`src/rtl/uart_sram_cmd_pkg.sv`:
```
// rtl/uart_sram_cmd_pkg.sv - states and byte codes for the UART command front-end
// UART_SRAM_CMD_CHECKSUM_EN adds the CHK and NAK states.
package uart_sram_cmd_pkg;

  typedef enum logic [3:0] {
    S_IDLE,
    S_ADDR2,
    S_ADDR1,
    S_ADDR0,
    S_DATA1,
    S_DATA0,
    S_ISSUE,
    S_WAIT,
    S_RESP_HI,
    S_RESP_LO,
    S_ACK
`ifdef UART_SRAM_CMD_CHECKSUM_EN
    , S_CHK
    , S_NAK
`endif
  } state_t;

  localparam logic [7:0] CMD_WR  = 8'h57;
  localparam logic [7:0] CMD_RD  = 8'h52;
  localparam logic [7:0] RSP_ACK = 8'h4B;
  localparam logic [7:0] RSP_ERR = 8'h45;

endpackage

```
`src/rtl/uart_sram_cmd_timer.sv`:
```
// rtl/uart_sram_cmd_timer.sv - loadable down-counter shared by byte timeout and access wait
module uart_sram_cmd_timer #(
  parameter int WIDTH = 20
) (
  input  logic             clk,
  input  logic             rst_n,
  input  logic             load,
  input  logic [WIDTH-1:0] load_val,
  input  logic             en,
  output logic             expired
);

  logic [WIDTH-1:0] count;

  always_ff @(posedge clk) begin
    if (!rst_n) begin
      count <= '0;
    end else if (load) begin
      count <= load_val;
    end else if (en && count != '0) begin
      count <= count - 1'b1;
    end
  end

  assign expired = (count == '0);

endmodule

```
`src/rtl/uart_sram_cmd.sv`:
```
// rtl/uart_sram_cmd.sv - UART byte frames to SRAM write/read ticks with byte responses
// UART_SRAM_CMD_CHECKSUM_EN enables the trailing XOR checksum byte.
module uart_sram_cmd
  import uart_sram_cmd_pkg::*;
#(
  parameter int ADDR_WIDTH     = 19,
  parameter int DATA_WIDTH     = 16,
  parameter int ACCESS_CYCLES  = 4,
  parameter int TIMEOUT_CYCLES = 1_000_000
) (
  input  logic                  clk,
  input  logic                  rst_n,
  input  logic [7:0]            rx_data,
  input  logic                  rx_valid,
  output logic [7:0]            tx_data,
  output logic                  tx_valid,
  input  logic                  tx_ready,
  output logic                  write_tick,
  output logic                  read_tick,
  output logic [ADDR_WIDTH-1:0] addr_out,
  output logic [DATA_WIDTH-1:0] wdata_out,
  input  logic [DATA_WIDTH-1:0] sram_rdata,
  output logic                  busy,
  output logic                  err_pulse
);

  localparam int TW = $clog2(TIMEOUT_CYCLES + ACCESS_CYCLES + 1);

`ifdef UART_SRAM_CMD_CHECKSUM_EN
  localparam state_t S_FRAME_END = S_CHK;
`else
  localparam state_t S_FRAME_END = S_ISSUE;
`endif

  state_t                state, state_n;
  logic                  is_wr;
  logic [ADDR_WIDTH-1:0] addr_q;
  logic [DATA_WIDTH-1:0] data_q, rdata_q;
  logic                  err_q, err_n;
  logic                  t_load, t_expired;
  logic [TW-1:0]         t_val;
  logic [15:0]           resp_word;
  logic                  cmd_ok, byte_state, addr_state, data_state;
`ifdef UART_SRAM_CMD_CHECKSUM_EN
  logic [7:0]            chk_q;
`endif

  assign cmd_ok     = (rx_data == CMD_WR) || (rx_data == CMD_RD);
  assign addr_state = (state == S_ADDR2) || (state == S_ADDR1) || (state == S_ADDR0);
  assign data_state = (state == S_DATA1) || (state == S_DATA0);
`ifdef UART_SRAM_CMD_CHECKSUM_EN
  assign byte_state = addr_state || data_state || (state == S_CHK);
`else
  assign byte_state = addr_state || data_state;
`endif

  uart_sram_cmd_timer #(.WIDTH(TW)) u_timer (
    .clk      (clk),
    .rst_n    (rst_n),
    .load     (t_load),
    .load_val (t_val),
    .en       (1'b1),
    .expired  (t_expired)
  );

  always_ff @(posedge clk) begin
    if (!rst_n) begin
      state <= S_IDLE;
      err_q <= 1'b0;
    end else begin
      state <= state_n;
      err_q <= err_n;
    end
  end

  always_comb begin
    state_n = state;
    err_n   = 1'b0;
    t_load  = 1'b0;
    t_val   = TW'(TIMEOUT_CYCLES - 1);
    if (byte_state) begin
      // every received byte restarts the inter-byte timeout
      if (rx_valid) begin
        t_load = 1'b1;
        case (state)
          S_ADDR2: state_n = S_ADDR1;
          S_ADDR1: state_n = S_ADDR0;
          S_ADDR0: state_n = is_wr ? S_DATA1 : S_FRAME_END;
          S_DATA1: state_n = S_DATA0;
          S_DATA0: state_n = S_FRAME_END;
`ifdef UART_SRAM_CMD_CHECKSUM_EN
          S_CHK: begin
            if (rx_data == chk_q) begin
              state_n = S_ISSUE;
            end else begin
              state_n = S_NAK;
              err_n   = 1'b1;
            end
          end
`endif
          default: state_n = state;
        endcase
      end else if (t_expired) begin
        state_n = S_IDLE;
        err_n   = 1'b1;
      end
    end else if (state == S_IDLE) begin
      if (rx_valid) begin
        if (cmd_ok) begin
          state_n = S_ADDR2;
          t_load  = 1'b1;
        end else begin
          err_n = 1'b1;
        end
      end
    end else begin
      // bytes arriving while an access is in flight are dropped
      err_n = rx_valid;
      case (state)
        S_ISSUE: begin
          state_n = S_WAIT;
          t_load  = 1'b1;
          t_val   = TW'(ACCESS_CYCLES - 2);
        end
        S_WAIT:    if (t_expired) state_n = is_wr ? S_ACK : S_RESP_HI;
        S_RESP_HI: if (tx_ready) state_n = S_RESP_LO;
        S_RESP_LO: if (tx_ready) state_n = S_IDLE;
        S_ACK:     if (tx_ready) state_n = S_IDLE;
`ifdef UART_SRAM_CMD_CHECKSUM_EN
        S_NAK:     if (tx_ready) state_n = S_IDLE;
`endif
        default:   state_n = S_IDLE;
      endcase
    end
  end

  always_ff @(posedge clk) begin
    if (!rst_n) begin
      is_wr   <= 1'b0;
      addr_q  <= '0;
      data_q  <= '0;
      rdata_q <= '0;
`ifdef UART_SRAM_CMD_CHECKSUM_EN
      chk_q   <= '0;
`endif
    end else begin
      if (state == S_IDLE && rx_valid && cmd_ok) begin
        is_wr <= (rx_data == CMD_WR);
`ifdef UART_SRAM_CMD_CHECKSUM_EN
        chk_q <= rx_data;
`endif
      end
      // shifting truncates from the top, leaving the low bits of the big-endian field
      if (rx_valid && addr_state) addr_q <= ADDR_WIDTH'({addr_q, rx_data});
      if (rx_valid && data_state) data_q <= DATA_WIDTH'({data_q, rx_data});
`ifdef UART_SRAM_CMD_CHECKSUM_EN
      if (rx_valid && (addr_state || data_state)) chk_q <= chk_q ^ rx_data;
`endif
      if (state == S_WAIT && t_expired && !is_wr) rdata_q <= sram_rdata;
    end
  end

  assign resp_word = 16'(rdata_q);

  always_comb begin
    write_tick = 1'b0;
    read_tick  = 1'b0;
    tx_valid   = 1'b0;
    tx_data    = 8'h00;
    case (state)
      S_ISSUE: begin
        write_tick = is_wr;
        read_tick  = !is_wr;
      end
      S_RESP_HI: begin
        tx_valid = 1'b1;
        tx_data  = resp_word[15:8];
      end
      S_RESP_LO: begin
        tx_valid = 1'b1;
        tx_data  = resp_word[7:0];
      end
      S_ACK: begin
        tx_valid = 1'b1;
        tx_data  = RSP_ACK;
      end
`ifdef UART_SRAM_CMD_CHECKSUM_EN
      S_NAK: begin
        tx_valid = 1'b1;
        tx_data  = RSP_ERR;
      end
`endif
      default: ;
    endcase
  end

  assign busy      = (state != S_IDLE);
  assign err_pulse = err_q;
  assign addr_out  = addr_q;
  assign wdata_out = data_q;

endmodule

```
`config.mk`:
```
export PLATFORM = sky130hd
export DESIGN_NAME = uart_sram_cmd
export DESIGN_NICKNAME = d
export VERILOG_FILES = /design/src/rtl/uart_sram_cmd_pkg.sv /design/src/rtl/uart_sram_cmd_timer.sv /design/src/rtl/uart_sram_cmd.sv
export SDC_FILE = /design/constraint.sdc
export NUM_CORES = 1
export LEC_CHECK = 0
export CORE_ASPECT_RATIO = 1.2
export CORE_MARGIN = 4
export CORE_UTILIZATION = 40
export CTS_BUF_LIST = sky130_fd_sc_hd__clkbuf_4 sky130_fd_sc_hd__clkbuf_8 sky130_fd_sc_hd__clkbuf_16
export DETAILED_ROUTE_END_ITERATION = 8
export GPL_TIMING_DRIVEN = 1
export PLACE_DENSITY = 0.64
export SKIP_LAST_GASP = 1
export SLEW_MARGIN = 20
export SYNTH_ARGS = -nofsm -noshare
export SYNTH_HDL_FRONTEND = slang
export SYNTH_SLANG_ARGS = --single-unit
```
`constraint.sdc`:
```
create_clock -name clk -period 4.25 [get_ports clk]
set_input_delay 0.425 -clock clk [delete_from_list [all_inputs] [get_ports clk]]
set_output_delay 0.425 -clock clk [all_outputs]
set_load 0.01 [all_outputs]
```
==> reports/results.txt <==
max-cap viol count = 0
CTS sink cnt = 77
via count = 3,145
DR WL/cell = 14.1 um
complex-gate fraction of the synthesized area = 14.2%
Tightest Pin Transition = 713 ps
fmax = 0.346 GHz
DR iter-0 viols = 175
met3 Use GR = 4.63%
worst vdd ir = 0.385 mV
vias in the first global route = 2,982
CP Launch Type = flip-flop
Initial Util = 40.9%
Cell Count Post-Placement = 598
fraction of synthesized area in multiplexers = 6.29%
DIE AREA = 0.0103 mm^2
Post-CTS Setup Inserts = 0
Setup crit end kind = output pin
commonest non-fill, non-tap cell in the layout = nand2_1
largest net degree at the start of global routing = 61
Post-Syn Nets = 458
sequential element share of the synthesized area = 44.0%
HP Class = flip-flop to flip-flop
GRT Util Overall = 17.2%
CTS tree = yes
Synth-to-Final Area Change = 29.0%
share of layout cells above drive strength 1 = 6.64%
Setup Viol. Count Final = 0
io pins = 76
Root Driver = clkbuf_8
main combinational cell family by area after synthesis = simple AND/OR/NAND/NOR gates
leakage = 1.69 nW
# H-tree levels = 3
status = finished, final reports clean
Clock Latency Late Sink = 350 ps
M1 GR Usage = 22.6%
HPWL after DPL = 6.26 mm
fraction of registers with async set/reset = 0%
GR peak layer = met2
Simple-Gate Fraction of Synth Area = 26.7%
drt total wl = 8.67 mm
clk buf depth = 2
Post-synth EDFFs = 0
Unique masters post-synth = 55
TritonCTS Buffers = 9
crit path max fanout = 19
DR vias/cell = 5.12
Power per Cell Area = 515 mW/mm^2
crit path DAT = 2470 ps
Avg Cell Area, Syn = 8.19 um^2
port buffer count = 75
Die X = 93.4 um
Worst-path clk slew = 80 ps
initial antenna violation count = 0
Critical Path RT = 3830 ps
Gate Count Post-Synth = 428
fin cells = 614
Period Utilization, post-route = 68.0%
DR pass1 iterations = 4
RSZ-0062 raised after global routing = no
Core ar. = 0.00856 mm^2
cts repair resizes = 0
Worst slew margin = 52.4%
register bit total from synthesis = 77
Max Slew Vio Count = 0
Remaining DRCs = 0
Setup Skew = 9.79 ps
main flop type after synthesis = dfxtp_1
Hold Vio Cnt, Final = 0
Tot Pwr = 0.00233 W
placer congestion estimate = 0.803
commonest non-fill, non-tap cells in the layout = 81 x nand2_1, 77 x dfxtp_1, 75 x clkdlybuf4s50_1
Final nets = 522
Mapped Area = 0.00350 mm^2
first-pass GRT wire length = 14.5 mm
Post-Synth Adder-Cell Area = 0.714%
Die Y = 111 um
met2 usage = 27.9%
Util after Layout = 52.8%
crit path kind = flip-flop to output pin
Antenna diodes = 0
Rows = 37
Ys Warns = 0
minimum clock period = 2890 ps
grt ovf = 0
Post-Synth XOR/XNOR Area = 4.25%
DRT antenna net count = 0
worst hold slack = 455 ps
cts hold-fix bufs = 0
setup TNS = 0 ps
## synth_stat cells, drive strengths merged (2+ instances only)
library cell | count | area, um^2
xor2 | 12 | 105
inv | 8 | 30.0
nand4 | 3 | 18.8
nand2 | 82 | 315
nor3 | 10 | 55.1
clkbuf | 22 | 82.6
and4 | 2 | 17.5
ha | 2 | 25.0
a31oi | 2 | 12.5
or3 | 7 | 53.8
nand3b | 3 | 22.5
a21oi | 55 | 275
nor2 | 54 | 219
nor3b | 2 | 15.0
xnor2 | 5 | 43.8
o21ai | 13 | 65.1
nand2b | 4 | 25.0
mux2i | 22 | 220
nor4 | 4 | 31.3
buf | 3 | 21.3
nand3 | 9 | 50.1
o211ai | 2 | 15.0
dfxtp | 77 | 1540
nor2b | 2 | 12.5
or4 | 2 | 18.8
## flip-flops by register name, indices dropped and copies added, names as in the netlist
name,cells
is_wr,1
u_timer.count,20
state,4
wdata_out,16
rdata_q,16
err_pulse,1
addr_out,19
## path summary, 6_finish.rpt
path,slack (ps),to,cells past startpoint,startpoint
worst max register to register,1910,rdata_q[15],5,state[0]
worst min-delay path,450,addr_out[16],2,addr_out[16]
worst min register to register,450,addr_out[16],2,addr_out[16]
worst max-delay path,1360,tx_data[6],5,state[0]
## routing by layer
layer  wire length (um)  vias to the layer above
met1               4000                     1460
met2               4100                       84
met3                488                        6
li1                   -                     1595
met4                 78                        0
met5                  0                        -
## logic make-up after synthesis
group / after synthesis
buffers and inverters: 33
adders and majority gates: 2
DFF: 77
xor gates and xnor gates: 17
AOI/OAI and AO/OA: 85
muxes: 22
and+or+nand+nor: 192
## cell type report
class / instances / area [um^2]
multi-input cells: 318 / 1830
inverters: 8 / 30.0
clock inverters: 6 / 63.8
fillers: 837 / 4050
repair buffers: 78 / 773
flip-flops and latches: 77 / 1540
well taps: 117 / 146
clock buffers: 10 / 131
## per-stage QoR
stage | cell area [um^2] | worst slack, ps
floorplan | 3500 | 2210
global placement | 4320 | 1810
detailed placement | 4320 | 1710
CTS | 4520 | 1350
global route | 4520 | 1140
finish | 4520 | 1360
## report_power, final
group          leakage (nW)  switching [W]  internal, W
Combinational         0.968       0.000483     0.000368
Sequential            0.624       0.000116     0.000813
Clock                0.0957       0.000270     0.000277
Total                  1.69       0.000868      0.00146
## critical path, cell delays in order, from the launching register on
cell and delay (ps):
dfxtp_1 790, inv_1 310, nor2_1 270, a21oi_1 110, nor2_1 110, clkdlybuf4s50_1 550
(Power assumes the default switching activity.)
